`config.mk`:
```
export PLATFORM = sky130hd
export DESIGN_NAME = branch_pc_unit
export DESIGN_NICKNAME = d
export VERILOG_FILES = /design/src/rtl/branch_pc_unit.sv
export SDC_FILE = /design/constraint.sdc
export NUM_CORES = 1
export LEC_CHECK = 0
export CORE_MARGIN = 2
export CORE_UTILIZATION = 45
export CTS_CLUSTER_SIZE = 28
export DETAILED_ROUTE_END_ITERATION = 7
export PLACE_DENSITY = 0.85
export SETUP_SLACK_MARGIN = 0.05
export SYNTH_ARGS = -nofsm -noshare
export SYNTH_HDL_FRONTEND = slang
export SYNTH_SLANG_ARGS = --single-unit
```
`constraint.sdc`:
```
create_clock -name clk -period 6.6 [get_ports clk]
set_clock_uncertainty 0.1 [all_clocks]
set_input_delay 1.32 -clock clk [delete_from_list [all_inputs] [get_ports clk]]
set_output_delay 1.32 -clock clk [all_outputs]
set_load 0.05 [all_outputs]
```
`src/rtl/branch_pc_unit.sv`:
```
// Fetch-stage PC register with MIPS branch/jump resolution (delay-slot semantics),
// stall hold, sticky misaligned-jr flag and branch performance counters.
module branch_pc_unit #(
  parameter logic [31:0] RESET_PC = 32'h0000_3000
) (
  input  logic        clk,
  input  logic        reset,
  input  logic        stall,
  input  logic [2:0]  br_type,
  input  logic        eq,
  input  logic        neq,
  input  logic        lez,
  input  logic        ltz,
  input  logic        gez,
  input  logic        gtz,
  input  logic [1:0]  j_type,
  input  logic [15:0] imm16,
  input  logic [25:0] imm26,
  input  logic [31:0] jr_target,
  input  logic [31:0] pc_d,
  output logic [31:0] pc_f,
  output logic        taken,
  output logic [31:0] link_addr,
  output logic [31:0] br_count,
  output logic [31:0] br_taken_count,
  output logic        misalign
);

  logic        cond_s;
  logic        br_valid_s;
  logic        jump_s;
  logic [31:0] br_target_s;
  logic [31:0] next_pc_s;
  logic [31:0] pc_r;
  logic [31:0] br_count_r;
  logic [31:0] br_taken_count_r;
  logic        misalign_r;

  // Branch condition select from comparator flags; reserved kinds never fire
  always_comb begin
    cond_s     = 1'b0;
    br_valid_s = 1'b0;
    case (br_type)
      3'd1:    begin cond_s = eq;  br_valid_s = 1'b1; end
      3'd2:    begin cond_s = neq; br_valid_s = 1'b1; end
      3'd3:    begin cond_s = lez; br_valid_s = 1'b1; end
      3'd4:    begin cond_s = gtz; br_valid_s = 1'b1; end
      3'd5:    begin cond_s = ltz; br_valid_s = 1'b1; end
      3'd6:    begin cond_s = gez; br_valid_s = 1'b1; end
      default: begin cond_s = 1'b0; br_valid_s = 1'b0; end
    endcase
  end

  assign jump_s      = (j_type == 2'd1) || (j_type == 2'd2);
  assign br_target_s = pc_d + 32'd4 + {{14{imm16[15]}}, imm16, 2'b00};

  // Next-PC priority: j/jal, jr/jalr, taken branch, sequential
  always_comb begin
    next_pc_s = pc_r + 32'd4;
    if (j_type == 2'd1) begin
      next_pc_s = {pc_d[31:28], imm26, 2'b00};
    end else if (j_type == 2'd2) begin
      next_pc_s = {jr_target[31:2], 2'b00};
    end else if (cond_s) begin
      next_pc_s = br_target_s;
    end else begin
      next_pc_s = pc_r + 32'd4;
    end
  end

  // PC, counters and sticky misalign flag; everything holds while stalled
  always_ff @(posedge clk or posedge reset) begin
    if (reset) begin
      pc_r             <= RESET_PC;
      br_count_r       <= 32'd0;
      br_taken_count_r <= 32'd0;
      misalign_r       <= 1'b0;
    end else if (!stall) begin
      pc_r <= next_pc_s;
      // An illegal jump+branch decode resolves as the jump and is not counted
      if (br_valid_s && !jump_s) begin
        br_count_r <= br_count_r + 32'd1;
        if (cond_s) begin
          br_taken_count_r <= br_taken_count_r + 32'd1;
        end
      end
      if ((j_type == 2'd2) && (jr_target[1:0] != 2'b00)) begin
        misalign_r <= 1'b1;
      end
    end
  end

  assign pc_f           = pc_r;
  assign br_count       = br_count_r;
  assign br_taken_count = br_taken_count_r;
  assign misalign       = misalign_r;
  assign taken          = jump_s | cond_s;
  assign link_addr      = pc_d + 32'd8;

endmodule

```
======== Word-level counts from Yosys, hierarchy flattened ========
Index checks and enable logic that the tools add are counted.
storage, ports and cells
  bits in registers ....................... 97
  bits of input ports ..................... 120
  word-level logic and storage cells ...... 34
  output and inout bits ................... 130
operators by class
  equal/unequal tests ..................... 8
  add/sub/neg operators ................... 6
  bitwise gates (word level) .............. 2
  reductions and logical operators ........ 9
  muxes and demuxes ....................... 5
operators with widths
  cell                                                  count
  2-to-1 mux 32 bit                                     3
  adder 32 x 1 -> 32 bit (second input constant)        2
  adder 32 x 3 -> 32 bit (second input constant)        2
  adder 32 bit                                          1
  adder 32 x 4 -> 32 bit (second input constant)        1
  equality test 3 bit (second input constant)           3
  equality test 3 x 2 -> 1 bit (second input constant)  2
  one-hot mux 1 bit (6 select lines)                    1
  OR reduction 6 bit                                    1
  AND reduction 2 bit                                   2
  equality test 3 x 1 -> 1 bit (second input constant)  1
  AND reduction 3 bit                                   1
  equality test 2 x 1 -> 1 bit (second input constant)  1
  equality test 2 bit (second input constant)           1
  logical AND 1 bit                                     2
  nonzero test 2 bit                                    1
  zero test 1 bit                                       1
  logical OR 1 bit                                      1
  2-to-1 mux 1 bit                                      1
  inverter 1 bit                                        1
  bitwise OR 1 bit                                      1

======== Logic depth before layout (Yosys ltp) ========
  depth after elaboration ................. 5
  gate-level depth with buffers ........... 14
  depth with buffers taken out ............ 14

======== Least setup slack after synthesis ========
No wires, ideal clock.
  kind .................................... input -> output
  start point ............................. input pc_d[6]
  end point ............................... output link_addr[24]
  required time ........................... 5.180 ns
  path buffers ............................ 0
  path slack .............................. 2.036 ns
  arrival time ............................ 3.144 ns
  stages .................................. 7
  path through ............................ and3_1 and2_1 and3_1 nand2b_1 nor2_1 nand3_1 xnor2_1
between the ends
  cells in the longest elaborated chain, start to end .. 1
ends and longest elaborated chain
  item                    RTL line  source
  from (decl)             20        input logic [31:0] pc_d,
  adder 32 x 4 -> 32 bit  98        assign link_addr = pc_d + 32'd8;
  to (decl)               23        output logic [31:0] link_addr,
Every way passes these cells.

======== Worst setup path after layout ========
  start point ............................. input pc_d[5]
  end point ............................... output link_addr[29]
The elaborated chain is that of the path after synthesis.

==> metrics <==
outcome=finished clean; initial antenna violation count=0; I/O pins=250; crit end category=output pin; vias in the first global route=~7400; reg2reg end=pc_f[26]$_DFFE_PP0N_; nets=1307; clock sink count=97; met3 wire len=2030 um; clock-pin transition on the worst setup and hold timing paths=0.06 ns; CP top delay family=simple AND/OR/NAND/NOR gates; CTS tree=built; CTS max path bufs=2; reg2reg path depth=10; Core Area=16600 um^2; Netlist cell types=69; RSZ-0062 raised after global routing=false; global-route wire length before repair=between 30000 and 40000 um; worst reg2reg setup slack=~3.8 ns; Synth Area in Simple Gates=21.3%; met1 WL=9730 um; TritonRoute pass-1 iters=5; r2r startpoint=pc_f[2]$_DFFE_PP0N_; final std cells w/o fill=1348; placed cell count=1332; total track usage=around 26%; num rows=47; Slew headroom=21.2%; setup_tns=0 ns; Worst Hold Class=reg -> reg; combinational family with the most area after synthesis=simple AND/OR/NAND/NOR gates; Initial Util=46.2%; initial drt markers=498; critical path launch point=pc_d[5]; Peak VDD IR=0.225 mV; H-tree levels=3; Vias=7642; leakage=about 4.5 nW; die width=135 um; Slew @ Worst Pin=1.17 ns; Critical Path Max Stage Delay=0.82 ns; Max Cap Violations=0; # diodes=0; most used cell along the critical path=clkdlybuf4s50_1; Post-CTS Hold Buffers=0; crit path DAT=4.30 ns; period utilisation layout=86.7%; Post-DRT Antenna Nets=0; DR WL met2=11500 um; total CTS buffers=9; slowest stage cell, crit path=clkdlybuf4s50_1; min Tclk post-route=5.72 ns; Post-synth top flop=dfrtp_1; CP required=5.18 ns; Critical Path Sink=link_addr[29]; Root Buffer=clkbuf_16; fin area=10700 um^2; gpl congestion=0.948; WL final=23800 um; Adder-Cell Fraction of Synth Area=10.5%; Max Freq=approximately 170 MHz; Die Y-Extent=135 um; cell count after synthesis=889; Yosys warnings=0; Async S/R FF share, synth=100%; number of synthesized register bits=97; die area=roughly 18000 um^2; # DRC=0; Hold Vio Cnt, Final=0; Crit Path Category=in -> out; Routed wire per std cell=17.6 um; worst-skew pair later-pin latency=0.34 ns; Post-CTS Setup Bufs=0; placed cell area=10400 um^2; IO Port Bufs=249; post-synthesis instance area=7690 um^2; Pwr Density=216 nW/um^2; Final Max Slew Viols=0; post-cts gate resize count=0; post-synthesis mux area share=1.77%; Top Metal Used=met4; CP bufs+invs=2; EDFF count, synth=0; proportion of layout cells with a drive suffix above 1=between 4 and 5%; vias per cell=5.67; Post-Synth XOR/XNOR Area=15.4%; Syn Nets=1073; HPWL after detailed placement=18300 um; critical path fanouts, max=5; post-synthesis compound-gate area fraction=roughly 16%; area grow syn2layout=38.7%; post-synthesis sequential area ratio=31.6%; fillers=1417; Final setup viols=0; CP Depth=8; average size of a mapped cell=8.65 um^2; Worst Setup Start Kind=input port; cell breakdown of the critical path=clkdlybuf4s50_1 > and3_1 > and2_1 > nand2_1 > nor3_1 > nand4_1 > xnor2_1 > clkdlybuf4s50_1; largest net degree at the start of global routing=64; remaining global-route overflow=0
-- area by class of cell --
class / count / area [um^2] / share of cell area (%)
multi-input cells: 736 / 5020 / 47.1
repair buffers: 256 / 2540 / 23.8
flip-flops and latches: 97 / 2430 / 22.8
well taps: 220 / 275 / 2.58
clock buffers: 11 / 243 / 2.28
inverters: 23 / 88.8 / 0.834
clock inverters: 5 / 62.6 / 0.587
-- state kept, by name, summed over array words and instances, names as in the netlist --
| signal | cells |
|---|---|
| br_count | 32 |
| pc_f | 32 |
| misalign | 1 |
| br_taken_count | 32 |
-- worst reg2reg max path: stages, from the launching register on --
cell and delay (ns):
dfrtp_1 0.46, ha_1 0.22, nand3_1 0.13, nor2_1 0.30, and3_1 0.29, and3_1 0.35
nand2_1 0.11, o311ai_0 0.31, a32o_1 0.19, a21oi_1 0.05, o21ai_0 0.18
-- metrics by stage --
step           utilization, %  hold WS (ns)  setup slack, ns  power, mW
6_report                 64.0         0.369            0.880       2.31
5_1_grt                  64.0         0.401            0.609       2.42
4_1_cts                  64.0         0.377            0.842       2.31
3_5_place_dp             62.2         0.362            0.847       1.77
3_3_place_gp             62.2         0.359            0.936       1.75
2_1_floorplan               -         0.511             2.04       1.40
-- worst min-delay path by stage --
stage / start / cells past startpoint / slack (ns) / endpoint
3_5_place_dp: misalign$_DFFE_PP0P_ / 1 / 0.36 / misalign$_DFFE_PP0P_
6_report: br_taken_count[31]$_DFFE_PP0P_ / 1 / 0.37 / br_taken_count[31]$_DFFE_PP0P_
5_1_grt: br_taken_count[31]$_DFFE_PP0P_ / 1 / 0.40 / br_taken_count[31]$_DFFE_PP0P_
4_1_cts: br_taken_count[31]$_DFFE_PP0P_ / 1 / 0.38 / br_taken_count[31]$_DFFE_PP0P_
2_1_floorplan: pc_f[12]$_DFFE_PP1N_ / 2 / 0.51 / pc_f[12]$_DFFE_PP1N_
3_3_place_gp: misalign$_DFFE_PP0P_ / 1 / 0.36 / misalign$_DFFE_PP0P_
-- cells in the mapped netlist, types with 12 or more instances --
cell type	number	area (um^2)
xnor2_1	91	797
dfrtp_1	95	2380
inv_1	23	86.3
a21oi_1	55	275
nand4_1	22	138
nand2_1	106	398
o22ai_1	13	81.3
clkbuf_1	26	97.6
and3_1	34	213
nor2_1	71	267
o21ai_0	33	165
ha_1	63	788
nand3_1	43	215
xor2_1	40	350
o211ai_1	12	90.1
-- layout by cell type, fill, tap and decap left out, types with 4 or more instances in the layout --
cell / instances
a211oi_1: 11
a21o_1: 11
a21oi_1: 55
a221oi_1: 4
a22o_1: 4
a22oi_1: 6
a31oi_1: 10
and3_1: 34
and4_1: 6
buf_4: 7
clkbuf_16: 9
clkdlybuf4s50_1: 248
dfrtp_1: 95
ha_1: 63
inv_1: 22
mux2i_1: 8
nand2_1: 106
nand2b_1: 8
nand3_1: 43
nand4_1: 22
nor2_1: 71
nor2_2: 6
nor3_1: 11
o211ai_1: 12
o21a_1: 5
o21ai_0: 33
o21bai_1: 6
o22ai_1: 13
o31ai_1: 4
or2_2: 4
xnor2_1: 91
xor2_1: 40
-- per-layer routing --
layer	track usage, %	up-vias
met1	32.1	3611
met4	7.43	0
met3	6.34	33
met2	44.1	342
met5	0	-
li1	-	3656
-- cells by family after synthesis --
group	after synthesis
mux	12
buf+inv	56
flops	97
xor+xnor	133
fa+ha+maj	64
simple gates	331
compound gates	196
-- power by group --
part	internal (mW)	switching (mW)	total [mW]
clock network	0.307	0.234	0.541
registers	0.661	0.0988	0.760
logic	0.393	0.610	1.00
Power figures use the tool's default switching activity.
